==> src/rtl/uart_pkg.sv <==
// rtl/uart_pkg.sv - shared state encoding and oversampling constants for the UART receiver
package uart_pkg;

    typedef enum logic [2:0] {
        IDLE   = 3'd0,
        START  = 3'd1,
        DATA   = 3'd2,
        PARITY = 3'd3,
        STOP   = 3'd4,
        BREAK  = 3'd5
    } state_t;

    localparam int OVERSAMPLE = 16;
    localparam int TICK_W     = $clog2(OVERSAMPLE);

    localparam logic [TICK_W-1:0] MID_SAMPLE  = TICK_W'(7);
    localparam logic [TICK_W-1:0] LAST_SAMPLE = TICK_W'(15);

endpackage

==> src/rtl/uart_rx_sync.sv <==
// rtl/uart_rx_sync.sv - N-stage input synchronizer with rising-edge pulse
module uart_rx_sync #(
    parameter int   STAGES    = 2,
    parameter logic RESET_VAL = 1'b0
) (
    input  logic clk,
    input  logic rst,
    input  logic din,
    output logic dout,
    output logic rise
);

    logic [STAGES-1:0] sync_q;
    logic [STAGES-1:0] sync_d;
    logic              prev_q;
    logic              prev_d;

    // Shift the raw input down the chain and remember the last synced level
    always_comb begin
        sync_d = {sync_q[STAGES-2:0], din};
        prev_d = sync_q[STAGES-1];
    end

    // Chain registers, preset to the line's idle level
    always_ff @(posedge clk or negedge rst) begin
        if (!rst) begin
            sync_q <= {STAGES{RESET_VAL}};
            prev_q <= RESET_VAL;
        end else begin
            sync_q <= sync_d;
            prev_q <= prev_d;
        end
    end

    assign dout = sync_q[STAGES-1];
    assign rise = sync_q[STAGES-1] & ~prev_q;

endmodule

==> src/rtl/uart_rx.sv <==
// rtl/uart_rx.sv - oversampling UART receiver with holding register and error flags
module uart_rx
    import uart_pkg::*;
#(
    parameter int DATA_BITS   = 8,
    parameter int PARITY_EN   = 0,
    parameter int PARITY_ODD  = 0,
    parameter int SYNC_STAGES = 2
) (
    input  logic                 clk,
    input  logic                 rst,
    input  logic                 clk_16bd,
    input  logic                 rx,
    input  logic                 data_ack,
    output logic [DATA_BITS-1:0] data,
    output logic                 data_valid,
    output logic                 frame_err,
    output logic                 parity_err,
    output logic                 overrun_err,
    output logic                 busy
);

    localparam int             BCW      = $clog2(DATA_BITS + 1);
    localparam logic [BCW-1:0] LAST_BIT = BCW'(DATA_BITS - 1);
    localparam logic           ODD      = (PARITY_ODD != 0);

    state_t                state_q, state_d;
    logic [TICK_W-1:0]     tick_cnt_q, tick_cnt_d;
    logic [BCW-1:0]        bit_cnt_q, bit_cnt_d;
    logic [DATA_BITS-1:0]  shreg_q, shreg_d;
    logic                  perr_q, perr_d;
    logic [DATA_BITS-1:0]  data_q, data_d;
    logic                  data_valid_q, data_valid_d;
    logic                  frame_err_q, frame_err_d;
    logic                  parity_err_q, parity_err_d;
    logic                  overrun_err_q, overrun_err_d;

    logic rx_s;
    logic tick;
    logic complete;
    logic rx_rise_unused;
    logic clk16_lvl_unused;

    uart_rx_sync #(.STAGES(SYNC_STAGES), .RESET_VAL(1'b1)) u_rx_sync (
        .clk  (clk),
        .rst  (rst),
        .din  (rx),
        .dout (rx_s),
        .rise (rx_rise_unused)
    );

    uart_rx_sync #(.STAGES(SYNC_STAGES), .RESET_VAL(1'b0)) u_tick_sync (
        .clk  (clk),
        .rst  (rst),
        .din  (clk_16bd),
        .dout (clk16_lvl_unused),
        .rise (tick)
    );

    // State, counters, shift register and holding register
    always_ff @(posedge clk or negedge rst) begin
        if (!rst) begin
            state_q       <= IDLE;
            tick_cnt_q    <= '0;
            bit_cnt_q     <= '0;
            shreg_q       <= '0;
            perr_q        <= 1'b0;
            data_q        <= '0;
            data_valid_q  <= 1'b0;
            frame_err_q   <= 1'b0;
            parity_err_q  <= 1'b0;
            overrun_err_q <= 1'b0;
        end else begin
            state_q       <= state_d;
            tick_cnt_q    <= tick_cnt_d;
            bit_cnt_q     <= bit_cnt_d;
            shreg_q       <= shreg_d;
            perr_q        <= perr_d;
            data_q        <= data_d;
            data_valid_q  <= data_valid_d;
            frame_err_q   <= frame_err_d;
            parity_err_q  <= parity_err_d;
            overrun_err_q <= overrun_err_d;
        end
    end

    // Frame sequencing; everything advances only on oversample ticks
    always_comb begin
        state_d    = state_q;
        tick_cnt_d = tick_cnt_q;
        bit_cnt_d  = bit_cnt_q;
        shreg_d    = shreg_q;
        perr_d     = perr_q;
        complete   = 1'b0;
        if (tick) begin
            case (state_q)
                IDLE: begin
                    if (!rx_s) begin
                        state_d    = START;
                        tick_cnt_d = '0;
                    end
                end
                START: begin
                    if (tick_cnt_q == MID_SAMPLE) begin
                        if (!rx_s) begin
                            state_d    = DATA;
                            tick_cnt_d = '0;
                            bit_cnt_d  = '0;
                        end else begin
                            state_d = IDLE;
                        end
                    end else begin
                        tick_cnt_d = tick_cnt_q + 1'b1;
                    end
                end
                DATA: begin
                    if (tick_cnt_q == LAST_SAMPLE) begin
                        for (int i = 0; i < DATA_BITS; i++) begin
                            if (bit_cnt_q == BCW'(i)) begin
                                shreg_d[i] = rx_s;
                            end
                        end
                        bit_cnt_d  = bit_cnt_q + 1'b1;
                        tick_cnt_d = '0;
                        if (bit_cnt_q == LAST_BIT) begin
                            state_d = (PARITY_EN != 0) ? PARITY : STOP;
                        end
                    end else begin
                        tick_cnt_d = tick_cnt_q + 1'b1;
                    end
                end
                PARITY: begin
                    if (tick_cnt_q == LAST_SAMPLE) begin
                        perr_d     = ((^shreg_q) ^ rx_s) != ODD;
                        tick_cnt_d = '0;
                        state_d    = STOP;
                    end else begin
                        tick_cnt_d = tick_cnt_q + 1'b1;
                    end
                end
                STOP: begin
                    if (tick_cnt_q == LAST_SAMPLE) begin
                        complete   = 1'b1;
                        tick_cnt_d = '0;
                        state_d    = rx_s ? IDLE : BREAK;
                    end else begin
                        tick_cnt_d = tick_cnt_q + 1'b1;
                    end
                end
                BREAK: begin
                    if (rx_s) begin
                        state_d = IDLE;
                    end
                end
                default: state_d = IDLE;
            endcase
        end
    end

    // Holding register load, overrun detection and consumer handshake
    always_comb begin
        data_d        = data_q;
        data_valid_d  = data_valid_q;
        frame_err_d   = frame_err_q;
        parity_err_d  = parity_err_q;
        overrun_err_d = overrun_err_q;
        busy          = (state_q != IDLE);
        if (complete) begin
            if (!data_valid_q || data_ack) begin
                data_d       = shreg_q;
                frame_err_d  = ~rx_s;
                parity_err_d = perr_q;
                data_valid_d = 1'b1;
                if (data_valid_q) begin
                    overrun_err_d = 1'b0;
                end
            end else begin
                overrun_err_d = 1'b1;
            end
        end else if (data_valid_q && data_ack) begin
            data_valid_d  = 1'b0;
            frame_err_d   = 1'b0;
            parity_err_d  = 1'b0;
            overrun_err_d = 1'b0;
        end
    end

    assign data        = data_q;
    assign data_valid  = data_valid_q;
    assign frame_err   = frame_err_q;
    assign parity_err  = parity_err_q;
    assign overrun_err = overrun_err_q;

endmodule

==> config.mk <==
export PLATFORM = sky130hd
export DESIGN_NAME = uart_rx
export DESIGN_NICKNAME = d
export VERILOG_FILES = /design/src/rtl/uart_pkg.sv /design/src/rtl/uart_rx_sync.sv /design/src/rtl/uart_rx.sv
export SDC_FILE = /design/constraint.sdc
export NUM_CORES = 1
export LEC_CHECK = 0
export ABC_AREA = 0
export ABC_CLOCK_PERIOD_IN_PS = 2000
export CAP_MARGIN = 20
export CORE_ASPECT_RATIO = 0.5
export CORE_MARGIN = 2
export CORE_UTILIZATION = 30
export DETAILED_ROUTE_END_ITERATION = 10
export PLACE_DENSITY = 0.49
export SYNTH_ARGS = -nofsm -noshare
export SYNTH_HDL_FRONTEND = slang
export SYNTH_SLANG_ARGS = --single-unit
==> constraint.sdc <==
create_clock -name clk -period 2 [get_ports clk]
set_input_delay 0.2 -clock clk [delete_from_list [all_inputs] [get_ports clk]]
set_output_delay 0.2 -clock clk [all_outputs]
set_load 0.01 [all_outputs]
==> run summary <==
outcome: complete, no violations
pins over their slew limit: 0
nets: 193
Ant. Diodes: 0
final hold vios: 0
Unique masters post-synth: 50
FF+latch count, synth: 37
clock skew: 5.66 ps
routed vias/inst: 4.72
number of CTS-inserted buffers: 5
Total GRT Usage: 0.121
max cap viols: 0
VDD IR max: 0.000399 V
Compound-Gate Fraction of Synth Area: 0.0908
largest net degree at the start of global routing: 38
Setup crit start kind: flop
Final setup viols: 0
layout cells sized above 1: 0.240
# placed instances: 264
clk_lat worst skew: 280 ps
port buffer count: 17
root buffer cell: clkbuf_16
Reg2Reg Depth: 5
first-pass GRT wire length: 6550 um
synth top area cells: dfrtp_1 45%, mux2_2 9.9%, ha_1 3.2%
routed len/inst: 13.8 um
top-count cell post-synth: dfrtp_1
# DRC: 0
detailed router's first-iteration violation count: 44
register area share after synthesis: 0.478
worst-path fanout max: 13
WP data required: 1800 ps
setup TNS: 0 ps
Net Count, Synth: 170
Core ar.: 6160 um2
Boundary Pins: 18
Die Area: 7180 um2
post-route minimum period: 1950 ps
final worst path period share: 0.974
routability cong.: 0.844
synth warn: 0
vias in the first global route: 1316
arrival time worst endpoint: 1750 ps
Psw: 0.000703 W
routed vias: 1279
Logic pwr share: 0.232
most common library cells after synthesis: 35 x dfrtp_1, 17 x mux2_2, 12 x nand3_1
Initial Util: 0.316
Reg-to-Reg Start: tick_cnt_q[0]
Synth Area in XOR/XNOR: 0.0386
Cell Pwr Density: 992 nW/um2
Peak Freq: 513 MHz
total global routing overflow: 0
sw frac: 0.298
cell row count: 20
Simple-Gate Fraction of Synth Area: 0.194
Mapped Avg Cell Area: 12.1 um2
RR Endpoint: state_q[0]
post-synth top area cell: dfrtp_1
Mapped Area: 1940 um2
final WL: 3750 um
# H-tree levels: 2
Die Span X: 118 um
CTS tree: yes
mux cell area share after synthesis: 0.133
P_int: 0.00166 W
Hold/Removal Path Class: primary input to asynchronous set/reset pin
Clock Tree Buf Depth: 2
Post-Synthesis Cells: 160
worst reg-to-reg setup slack: 150 ps
Die Y: 60.9 um
first drt pass iteration count: 4
Post-CTS Setup Repair Bufs: 0
initial antenna violation count: 0
Clock Pin Slew Worst Setup and Hold Paths: 60 ps
RSZ-0062 raised after global routing: no
Worst-Margin Slew: 830 ps
Slew Limit Headroom: 0.447
utilization after layout: 0.387
CP Class: flop to output port
Area Growth Syn to Fin: 22.5%
area share of the largest cell type after synthesis: 0.451
CTS Sinks: 37
Async S/R FF share, synth: 1.00
main combinational cell family by area after synthesis: simple AND/OR/NAND/NOR gates
Clock Power Share: 0.370
Final ANT Viol Nets: 0
Post-Synth Adder-Cell Area: 0.0322
Worst Setup End Kind: output port
Post-synth EDFFs: 0
register share of total power: 0.398
# hold bufs at CTS: 0
top_reg_cell synth: dfrtp_1
Critical path origin: state_q[1]
Post-DP HPWL: 2670 um
leakage power: 1.02 nW
non-filler instance count after layout: 271
[layer usage]
metal | routed length, um | share of wire | track usage | vias up
met3 | 112 | 0.030 | 0.0263 | 10
met5 | 0 | 0 | 0 | -
met4 | 98 | 0.026 | 0.0706 | 0
met2 | 1540 | 0.41 | 0.184 | 19
met1 | 2000 | 0.53 | 0.163 | 614
li1 | - | - | - | 636
[sequential cells by signal, summed over array words and instances, names as in the netlist]
| name | cells |
|---|---|
| bit_cnt_q | 4 |
| data | 8 |
| data_valid | 1 |
| frame_err | 1 |
| overrun_err | 1 |
| parity_err | 1 |
| perr_q | 1 |
| shreg_q | 8 |
| state_q | 3 |
| tick_cnt_q | 4 |
| u_rx_sync.sync_q | 2 |
| u_tick_sync.prev_q | 1 |
| u_tick_sync.sync_q | 2 |
[critical path: stages (launching register included)]
cell,delay [ps]
dfrtp_2,500
or3_1,460
clkdlybuf4s50_1,510
[logic make-up after synthesis]
family	Yosys count
xor gates and xnor gates	7
and+or+nand+nor	51
DFF	37
buffers and inverters	12
adders and majority gates	5
AOI/OAI and AO/OA	25
muxes	23
[worst max path at each step]
| stage | depth (start not counted) | slack (ps) | end |
|---|---|---|---|
| after floorplan | 5 | 370 | state_q[0] |
| after global placement | 4 | 160 | data[6] |
| after detailed placement | 4 | 170 | data[0] |
| after CTS | 2 | 40 | busy |
| after global routing | 2 | 2 | busy |
| final | 2 | 50 | busy |
[metrics by stage]
stage               hold slack (ps)  total power (W)  instance area (um2)  setup slack [ps]
floorplan                     -95.6          0.00136                 1940               371
global placement                333          0.00149                 2210               158
global route                   92.8          0.00250                 2380              1.54
detailed placement              344          0.00149                 2210               166
CTS                            55.9          0.00238                 2370              43.3
finish                         15.9          0.00236                 2380              51.7
[cell type report]
cell class / count / area [um2]
clock inverters: 2 / 35.0
repair buffers: 21 / 195
multi-input cells: 111 / 958
clock buffers: 5 / 125
fillers: 629 / 3780
flip-flops and latches: 37 / 930
inverters: 7 / 26.3
well taps: 88 / 110
[placed cells by master (no fill, tap or decap), drive strengths merged, types with 2 or more instances in the layout]
cell           netlist  layout
clkdlybuf4s50        0      16
o21ai                3       3
nor3b                2       2
dfrtp               35      35
and3b                2       2
xnor2                6       6
mux2i                4       4
dfstp                2       2
clkbuf               1       5
nand3               13      13
buf                  4       5
nor3                 4       4
nand2b               4       4
and2                 2       2
nor2                 3       3
ha                   5       5
nor4b                2       2
nand3b               2       2
mux2                19      19
inv                  7       7
a21oi                7       7
or4                  2       2
nand2                8       8
o31ai                5       5
[power by group through the flow]
stage / clock network (W) / registers (W) / logic (W)
after global placement: 0 / 0.000945 / 0.000547
after global routing: 0.000934 / 0.000958 / 0.000611
after floorplan: 0 / 0.000873 / 0.000485
final: 0.000873 / 0.000940 / 0.000547
after detailed placement: 0 / 0.000947 / 0.000542
after CTS: 0.000903 / 0.000936 / 0.000545
[what timing repair did]
| action | CTS | global route |
|---|---|---|
| resized for setup | 1 | 1 |
| pin swaps | 0 | 0 |
| gates cloned | 0 | 0 |
| setup endpoints to repair | 1 | 2 |
(Power assumes the default switching activity.)
